## src/rtl/csr_pkg.sv

```systemverilog
// Shared CSR/trap definitions: trap FSM states, cause codes, mstatus bit
// positions and the trap record handed to the CSR writer.
package csr_pkg;

  typedef enum logic [1:0] {
    IDLE   = 2'd0,
    TAKE   = 2'd1,
    SETTLE = 2'd2
  } trap_state_t;

  localparam logic [5:0] EXC_ECALL_M = 6'd8;
  localparam logic [5:0] IRQ_MSI     = 6'd3;
  localparam logic [5:0] IRQ_MTI     = 6'd7;
  localparam logic [5:0] IRQ_MEI     = 6'd11;

  localparam int unsigned MSTATUS_MIE_BIT = 3;

  // Machine-level interrupt bits this controller arbitrates.
  localparam logic [63:0] IRQ_M_MASK = 64'h0000_0000_0000_0888;

  typedef struct packed {
    logic       trap_valid;
    logic       is_exception;
    logic [5:0] trap_code;
  } trap_rec_t;

  // Direct-mode trap base from the upper mtvec bits.
  function automatic logic [63:0] trap_base(input logic [61:0] base_hi);
    return {base_hi, 2'b00};
  endfunction

endpackage

```

## src/rtl/trap_ctrl_irq_prio.sv

```systemverilog
// irq_prio: fixed-priority machine interrupt arbiter, MEI > MSI > MTI.
// Purely combinational; bits outside the three machine causes are ignored.
module irq_prio
  import csr_pkg::*;
(
  input  logic [63:0] pend,
  output logic        any,
  output logic [5:0]  code
);

  // Pick the highest-priority pending machine interrupt.
  always_comb begin
    any  = |(pend & IRQ_M_MASK);
    code = '0;
    if (pend[IRQ_MEI]) begin
      code = IRQ_MEI;
    end else if (pend[IRQ_MSI]) begin
      code = IRQ_MSI;
    end else if (pend[IRQ_MTI]) begin
      code = IRQ_MTI;
    end
  end

endmodule

```

## src/rtl/trap_ctrl.sv

```systemverilog
// trap_ctrl: commit-side trap/interrupt controller feeding the CSR file.
// Decides interrupt/exception/ecall/mret at commit, pulses a trap record,
// flush and redirect for one cycle, then stalls commit for SETTLE_CYCLES.
// Optional macro TRAP_VECTORED_EN: vectored interrupt targets when
// mtvec[1:0] == 2'b01.
module trap_ctrl
  import csr_pkg::*;
#(
  parameter int unsigned SETTLE_CYCLES = 1,
  parameter logic [63:0] RESET_PC      = 64'h8000_0000
) (
  input  logic        clk,
  input  logic        rst,
  input  logic        commit_valid,
  input  logic [63:0] commit_pc,
  input  logic        commit_exc,
  input  logic [5:0]  commit_exc_code,
  input  logic        commit_ecall,
  input  logic        commit_mret,
  output logic        commit_ready,
  input  logic        irq_mtip,
  input  logic        irq_msip,
  input  logic        irq_meip,
  input  logic [63:0] mstatus,
  input  logic [63:0] mie,
  input  logic [63:0] mip,
  input  logic [63:0] mtvec,
  input  logic [63:0] mepc,
  input  logic [1:0]  pmode,
  output logic        trap_valid,
  output logic        trap_is_exception,
  output logic [5:0]  trap_code,
  output logic        trap_ecall,
  output logic        trap_mret,
  output logic [63:0] trap_pc,
  output logic        flush,
  output logic        redirect_valid,
  output logic [63:0] redirect_pc
);

  localparam logic [1:0] CNT_INIT = 2'(SETTLE_CYCLES - 1);

  trap_state_t state;
  logic [1:0]  cnt;

  logic [63:0] irq_lines;
  logic [63:0] pend;
  logic        gie;
  logic        irq_any;
  logic [5:0]  irq_code;

  trap_rec_t   rec_d;
  trap_rec_t   rec_q;
  logic        ecall_d;
  logic        mret_d;
  logic [63:0] rpc_d;
  logic        take;

  logic        unused_bits;

  // Fold the external level lines into their mip positions.
  always_comb begin
    irq_lines          = '0;
    irq_lines[IRQ_MEI] = irq_meip;
    irq_lines[IRQ_MTI] = irq_mtip;
    irq_lines[IRQ_MSI] = irq_msip;
  end

  assign pend = (mip | irq_lines) & mie;
  assign gie  = (pmode == 2'b00) | mstatus[MSTATUS_MIE_BIT];

  irq_prio u_irq_prio (
    .pend (pend),
    .any  (irq_any),
    .code (irq_code)
  );

  // Commit decision: interrupt > exception > ecall > mret.
  always_comb begin
    rec_d   = '0;
    ecall_d = 1'b0;
    mret_d  = 1'b0;
    rpc_d   = trap_base(mtvec[63:2]);
    if (gie && irq_any) begin
      rec_d = '{trap_valid: 1'b1, is_exception: 1'b0, trap_code: irq_code};
`ifdef TRAP_VECTORED_EN
      if (mtvec[1:0] == 2'b01) begin
        rpc_d = trap_base(mtvec[63:2]) + {56'd0, irq_code, 2'b00};
      end
`endif
    end else if (commit_exc) begin
      rec_d = '{trap_valid: 1'b1, is_exception: 1'b1, trap_code: commit_exc_code};
    end else if (commit_ecall) begin
      rec_d   = '{trap_valid: 1'b1, is_exception: 1'b1, trap_code: EXC_ECALL_M};
      ecall_d = 1'b1;
    end else if (commit_mret) begin
      mret_d = 1'b1;
      rpc_d  = mepc;
    end
    take = commit_valid && (state == IDLE) && (rec_d.trap_valid || mret_d);
  end

  // Bits of the CSR inputs this block never consults.
`ifdef TRAP_VECTORED_EN
  assign unused_bits = ^{mstatus[63:4], mstatus[2:0]};
`else
  assign unused_bits = ^{mstatus[63:4], mstatus[2:0], mtvec[1:0]};
`endif

  // Trap sequencing: IDLE -> TAKE -> SETTLE (SETTLE_CYCLES) -> IDLE.
  always_ff @(posedge clk or posedge rst) begin
    if (rst) begin
      state <= IDLE;
      cnt   <= '0;
    end else begin
      case (state)
        IDLE: begin
          if (take) state <= TAKE;
        end
        TAKE: begin
          state <= SETTLE;
          cnt   <= CNT_INIT;
        end
        SETTLE: begin
          if (cnt == '0) state <= IDLE;
          else           cnt   <= cnt - 2'd1;
        end
        default: state <= IDLE;
      endcase
    end
  end

  // Registered trap record and one-cycle flush/redirect pulses.
  always_ff @(posedge clk or posedge rst) begin
    if (rst) begin
      rec_q          <= '0;
      trap_ecall     <= 1'b0;
      trap_mret      <= 1'b0;
      flush          <= 1'b0;
      redirect_valid <= 1'b0;
      trap_pc        <= '0;
      redirect_pc    <= RESET_PC;
    end else begin
      rec_q.trap_valid <= 1'b0;
      trap_ecall       <= 1'b0;
      trap_mret        <= 1'b0;
      flush            <= 1'b0;
      redirect_valid   <= 1'b0;
      if (take) begin
        rec_q          <= rec_d;
        trap_ecall     <= ecall_d;
        trap_mret      <= mret_d;
        flush          <= 1'b1;
        redirect_valid <= 1'b1;
        trap_pc        <= commit_pc;
        redirect_pc    <= rpc_d;
      end
    end
  end

  assign trap_valid        = rec_q.trap_valid;
  assign trap_is_exception = rec_q.is_exception;
  assign trap_code         = rec_q.trap_code;
  assign commit_ready      = (state == IDLE);

endmodule

```

## config.mk

```make
export PLATFORM = sky130hd
export DESIGN_NAME = trap_ctrl
export DESIGN_NICKNAME = d
export VERILOG_FILES = /design/src/rtl/csr_pkg.sv /design/src/rtl/trap_ctrl_irq_prio.sv /design/src/rtl/trap_ctrl.sv
export SDC_FILE = /design/constraint.sdc
export NUM_CORES = 1
export LEC_CHECK = 0
export CORE_AREA = 2 2 208 210
export DETAILED_ROUTE_END_ITERATION = 10
export DIE_AREA = 0 0 210 212
export DONT_BUFFER_PORTS = 1
export GPL_ROUTABILITY_DRIVEN = 0
export GPL_TIMING_DRIVEN = 0
export SLEW_MARGIN = 0
export SYNTH_ARGS = -nofsm -noshare
export SYNTH_HDL_FRONTEND = slang
export SYNTH_HIERARCHICAL = 1
export SYNTH_SLANG_ARGS = --single-unit
```

## constraint.sdc

```tcl
create_clock -name clk -period 10.8 [get_ports clk]
set_input_delay 2.16 -clock clk [delete_from_list [all_inputs] [get_ports clk]]
set_output_delay 2.16 -clock clk [all_outputs]
set_load 0.01 [all_outputs]
```

## Word-level counts from Yosys, hierarchy flattened

Cells that the tools add are included.

- Shift operators: 0
- Muxes and demuxes: 26
- Reductions and logical operators: 11
- Bitwise operators: 3
- Magnitude comparators: 0
- Div/mod/pow operators: 0
- Equality and inequality tests: 5
- $add $sub $neg: 1
- Multiply operators: 0

Operator list:

| operator | count |
|---|---|
| $mux W64 | 4 |
| $mux W8 | 4 |
| $and A12 B12 Y12 | 1 |
| $mux W6 | 2 |
| $or A12 B12 Y12 | 1 |
| $mux W1 | 10 |
| $logic_not A2 Y1 | 3 |
| $mux W2 | 3 |
| $pmux W2 S3 | 1 |
| $ne A2 B2 Y1 const B | 2 |
| $pmux W2 S2 | 1 |
| $reduce_and A2 Y1 | 2 |
| $logic_and A1 B1 Y1 | 3 |
| $mux W3 | 1 |
| $reduce_or A3 Y1 | 1 |
| $eq A2 B1 Y1 const B | 1 |
| $eq A2 B2 Y1 const B | 1 |
| $ne A2 B1 Y1 const B | 1 |
| $reduce_bool A2 Y1 | 1 |
| $sub A2 B1 Y2 const B | 1 |
| $logic_or A1 B1 Y1 | 1 |
| $or A1 B1 Y1 | 1 |

- Input port bits: 401
- Memory bits (writable): 0
- ROM bits: 0
- Flip-flop bits (word level): 143
- Word-level logic and storage cells: 56
- Memories kept: 0
- Latch bits: 0

## Longest topological paths before layout

- Depth after elaboration: 10
- Depth in mapped cells: 10

## Cells and area by module

Netlist, hierarchy kept.

Modules (own cells, without submodules):

| module | area an instance (um2) | cells each | seq. area each (um2) | times used |
|---|---|---|---|---|
| trap_ctrl | 6772.7 | 630 | 3579.7 | 1 |
| irq_prio | 55.1 | 8 | 0.0 | 1 |

## Worst setup path after synthesis

OpenSTA, ideal clock, no wires.

- Kind: in2reg
- Start point: in irq_mtip
- End point: reg trap_pc[0]
- Slack: 6769 ps
- Arrival: 3906 ps
- Buffers on the path: 3
- Cell stages on the path: 10
- Data required time: 10675 ps
- Path through: o21a_1 or3_1 buf_4 inv_1 o21ai_2 o21ai_4 inv_2 buf_6 buf_6 mux2_4

- Longest elaborated chain between the ends: 7
- Elaborated cells between the ends (all ways): 8
- Those cells by class: mux (2); bitwise (2); reduce/logical (4)

Ends and longest elaborated chain:

| item | line | RTL |
|---|---|---|
| start, declared | trap_ctrl.sv:21 | `input logic irq_mtip,` |
| $or A12 B12 Y12 (*) | trap_ctrl.sv:69 | `assign pend = (mip \| irq_lines) & mie;` |
| $and A12 B12 Y12 (*) | trap_ctrl.sv:69 |  |
| $reduce_or A3 Y1 (*) | trap_ctrl_irq_prio.sv:13 | `any = \|(pend & IRQ_M_MASK);` |
| via irq_any | trap_ctrl.sv:49 | `logic irq_any;` |
| $logic_and A1 B1 Y1 (*) | trap_ctrl.sv:84 | `if (gie && irq_any) begin` |
| $mux W8 or $mux W1 (tied branches) | trap_ctrl.sv:84 |  |
| $logic_or A1 B1 Y1 (*) | trap_ctrl.sv:100 | `take = commit_valid && (state == IDLE) && (rec_d.trap_valid \|\| mret_d);` |
| $logic_and A1 B1 Y1 (*) | trap_ctrl.sv:100 |  |
| end signal, assigned | trap_ctrl.sv:155 | `trap_pc <= commit_pc;` |
| end, declared | trap_ctrl.sv:35 | `output logic [63:0] trap_pc,` |

The timed path passes the listed nets; every way through them passes the cells marked *.
A chain may end at the register's enable or synchronous reset.

## Worst setup path in the final report

- Start point: in irq_mtip
- End point: reg redirect_pc[37]

- Longest elaborated chain between the ends: 7
- Elaborated cells between the ends (all ways): 9
- Those cells by class: mux (3); bitwise (2); reduce/logical (4)

Ends and longest elaborated chain:

| item | line | RTL |
|---|---|---|
| $or A12 B12 Y12 (*) | trap_ctrl.sv:69 |  |
| $and A12 B12 Y12 (*) | trap_ctrl.sv:69 |  |
| $reduce_or A3 Y1 (*) | trap_ctrl_irq_prio.sv:13 |  |
| via irq_any | trap_ctrl.sv:49 |  |
| $logic_and A1 B1 Y1 (*) | trap_ctrl.sv:84 |  |
| $mux W8 or $mux W1 (tied branches) | trap_ctrl.sv:84 |  |
| $logic_or A1 B1 Y1 | trap_ctrl.sv:100 |  |
| $logic_and A1 B1 Y1 | trap_ctrl.sv:100 |  |
| end signal, assigned | trap_ctrl.sv:156 | `redirect_pc <= rpc_d;` |
| end, declared | trap_ctrl.sv:38 | `output logic [63:0] redirect_pc` |

Marked as above.

==> metrics.txt <==
Starting Density 0.1517; maxcap violations 0; # port buffers 0; Hold Crit Depth 2; clock skew 8.749 ps; CP Class in -> reg; R2R depth 7; vias per cell around 4.2; count of final setup violators 0; worst slew pin tran around 1000 ps; Max Freq 227.5 MHz; Hold WS 516.5 ps; clock slew at reported path FFs 70 ps; DRC Markers 0; worst vdd ir 129.7 uV; pwr dens ~230 nW/um2; later-pin clock latency in the skew report 480 ps; Std-Cell Rows 76; status complete, no violations; crit-path cells o21a_1 -> or3_1 -> buf_4 -> a21boi_2 -> clkbuf_1 -> nand4_1 -> o211ai_1; largest net degree at the start of global routing 79; worst path required time 11,200 ps; via count around 4,800; vias in the first global route roughly 5,100; Resize count post-CTS 0; total wire length 25,560 um; RSZ-0062 raised after global routing no; layout cells sized above 1 0.2226; grt ovf 0; Pre-antenna DRT Iters 6; r2r setup slk ~8400 ps; Mean Syn Cell Area 11.17 um2; chip height 212 um; fillers 4,683; Boundary Pins 542; clock sink count 143; Root Buffer clkbuf_16; Mapped Cells 577; Final Hold Violating Endpoints 0; HP Class reg -> reg; Die Area ~45,000 um2; RR Startpoint state[1]$_DFFE_PP0P_; setup bufs post-CTS 0; post-route minimum period roughly 4400 ps; synthesis-to-layout area growth 19.95%; detailed-route wire length per cell 22.01 um; slew margin rel. 0.3134; cts hold-fix bufs 0; CP Max Fanout 10; htree depth 4; r2r endpoint redirect_pc[42]$_DFFE_PP0P_; startpoint types input pin; Die X between 200 and 250 um; P_leak 3.063 nW; TritonCTS clock tree done; CP max stage cell a21boi_2; Final #Nets 1,000; Initial DRC Count 353; crit end category register; WHS Endpoint cnt[1]$_DFFE_PP0P_; overall routing resource usage 0.1140; Max Root-Sink Buffers 2; period utilization 0.4070; Core Region between 40,000 and 50,000 um2; worst path arrival time 4790 ps; initial antenna violation count 6; CP max stage delay ~750 ps; setup TNS 0 ps; DRT antenna net count 0; synth warn 6; detailed placement HPWL 19,570 um; count of final max-slew check failures 0; min-delay src cnt[1]$_DFFE_PP0P_; CTS buffer count 17; synthesized cell area 6446 um2; first-pass GRT wire length approximately 35,000 um
[metal layers]
layer	vias up	track usage	share of wire
met5	-	0	0.0012
met4	4	0.07606	0.042
met3	51	0.06765	0.13
met2	337	0.1794	0.46
met1	2321	0.1141	0.36
li1	2121	-	-
[final cells by class]
class | count | area (um2) | share of cell area
clock buffer | 18 | 429.2 | 0.05550
inverter | 69 | 264.0 | 0.03414
clock inverter | 14 | 127.6 | 0.01650
buffer | 55 | 285.3 | 0.03689
multi-input combinational | 311 | 2326 | 0.3008
antenna | 4 | 10.01 | 0.001294
tap | 546 | 683.2 | 0.08835
sequential | 143 | 3580 | 0.4629
timing repair buffer | 1 | 27.53 | 0.003560
[report_power, final]
part	switching, mW	internal (mW)	total [mW]
clock network	0.274	0.301	0.576
registers	0.207	0.680	0.887
logic	0.151	0.138	0.289
total	0.632	1.12	1.75
[cell usage in the layout, fill, tap and decap left out, drive strengths merged, types with 2 or more instances in the layout]
cell / count
nand2: 9
buf: 27
o211ai: 62
mux2i: 3
a22o: 3
nand4: 62
clkinvlp: 2
diode: 4
clkbuf: 47
conb: 2
nand3: 68
mux2: 71
o21ai: 10
clkinv: 5
o21a: 3
inv: 76
dfrtp: 142
nor2: 7
[sequential cells by signal (all words and copies together) (netlist names)]
name               cells
trap_code              6
trap_ecall             1
redirect_pc           64
redirect_valid         1
cnt                    2
trap_is_exception      1
trap_mret              1
state                  2
trap_valid             1
trap_pc               64
[per-stage QoR]
stage	power (mW)	setup WS, ps	util	cells	cell area, um2
2_1_floorplan	1.057	4804	-	578	6450
4_1_cts	1.794	6350	0.1817	1157	7722
5_1_grt	1.849	6303	0.1819	1161	7732
6_report	1.751	6404	0.1819	1161	7732
3_3_place_gp	1.182	3020	0.1678	1124	7133
3_5_place_dp	1.191	5809	0.1686	1125	7166
[worst max path at each step]
stage	startpoint	to	slack, ps	cells after the start
global placement	rst	redirect_pc[49]$_DFFE_PP0P_	3020	1
finish	irq_mtip	redirect_pc[37]$_DFFE_PP0P_	6400	7
detailed placement	irq_mtip	redirect_pc[37]$_DFFE_PP0P_	5810	7
CTS	irq_mtip	redirect_pc[37]$_DFFE_PP0P_	6350	7
global route	irq_mtip	redirect_pc[37]$_DFFE_PP0P_	6300	7
floorplan	rst	cnt[0]$_DFFE_PP0P_	4800	1
[critical path: cells and delay by family]
kind,cells,cell delay (ps)
buf+inv,2,860
simple gates,2,700
compound gates,3,1070
Power figures use the tool's default switching activity.
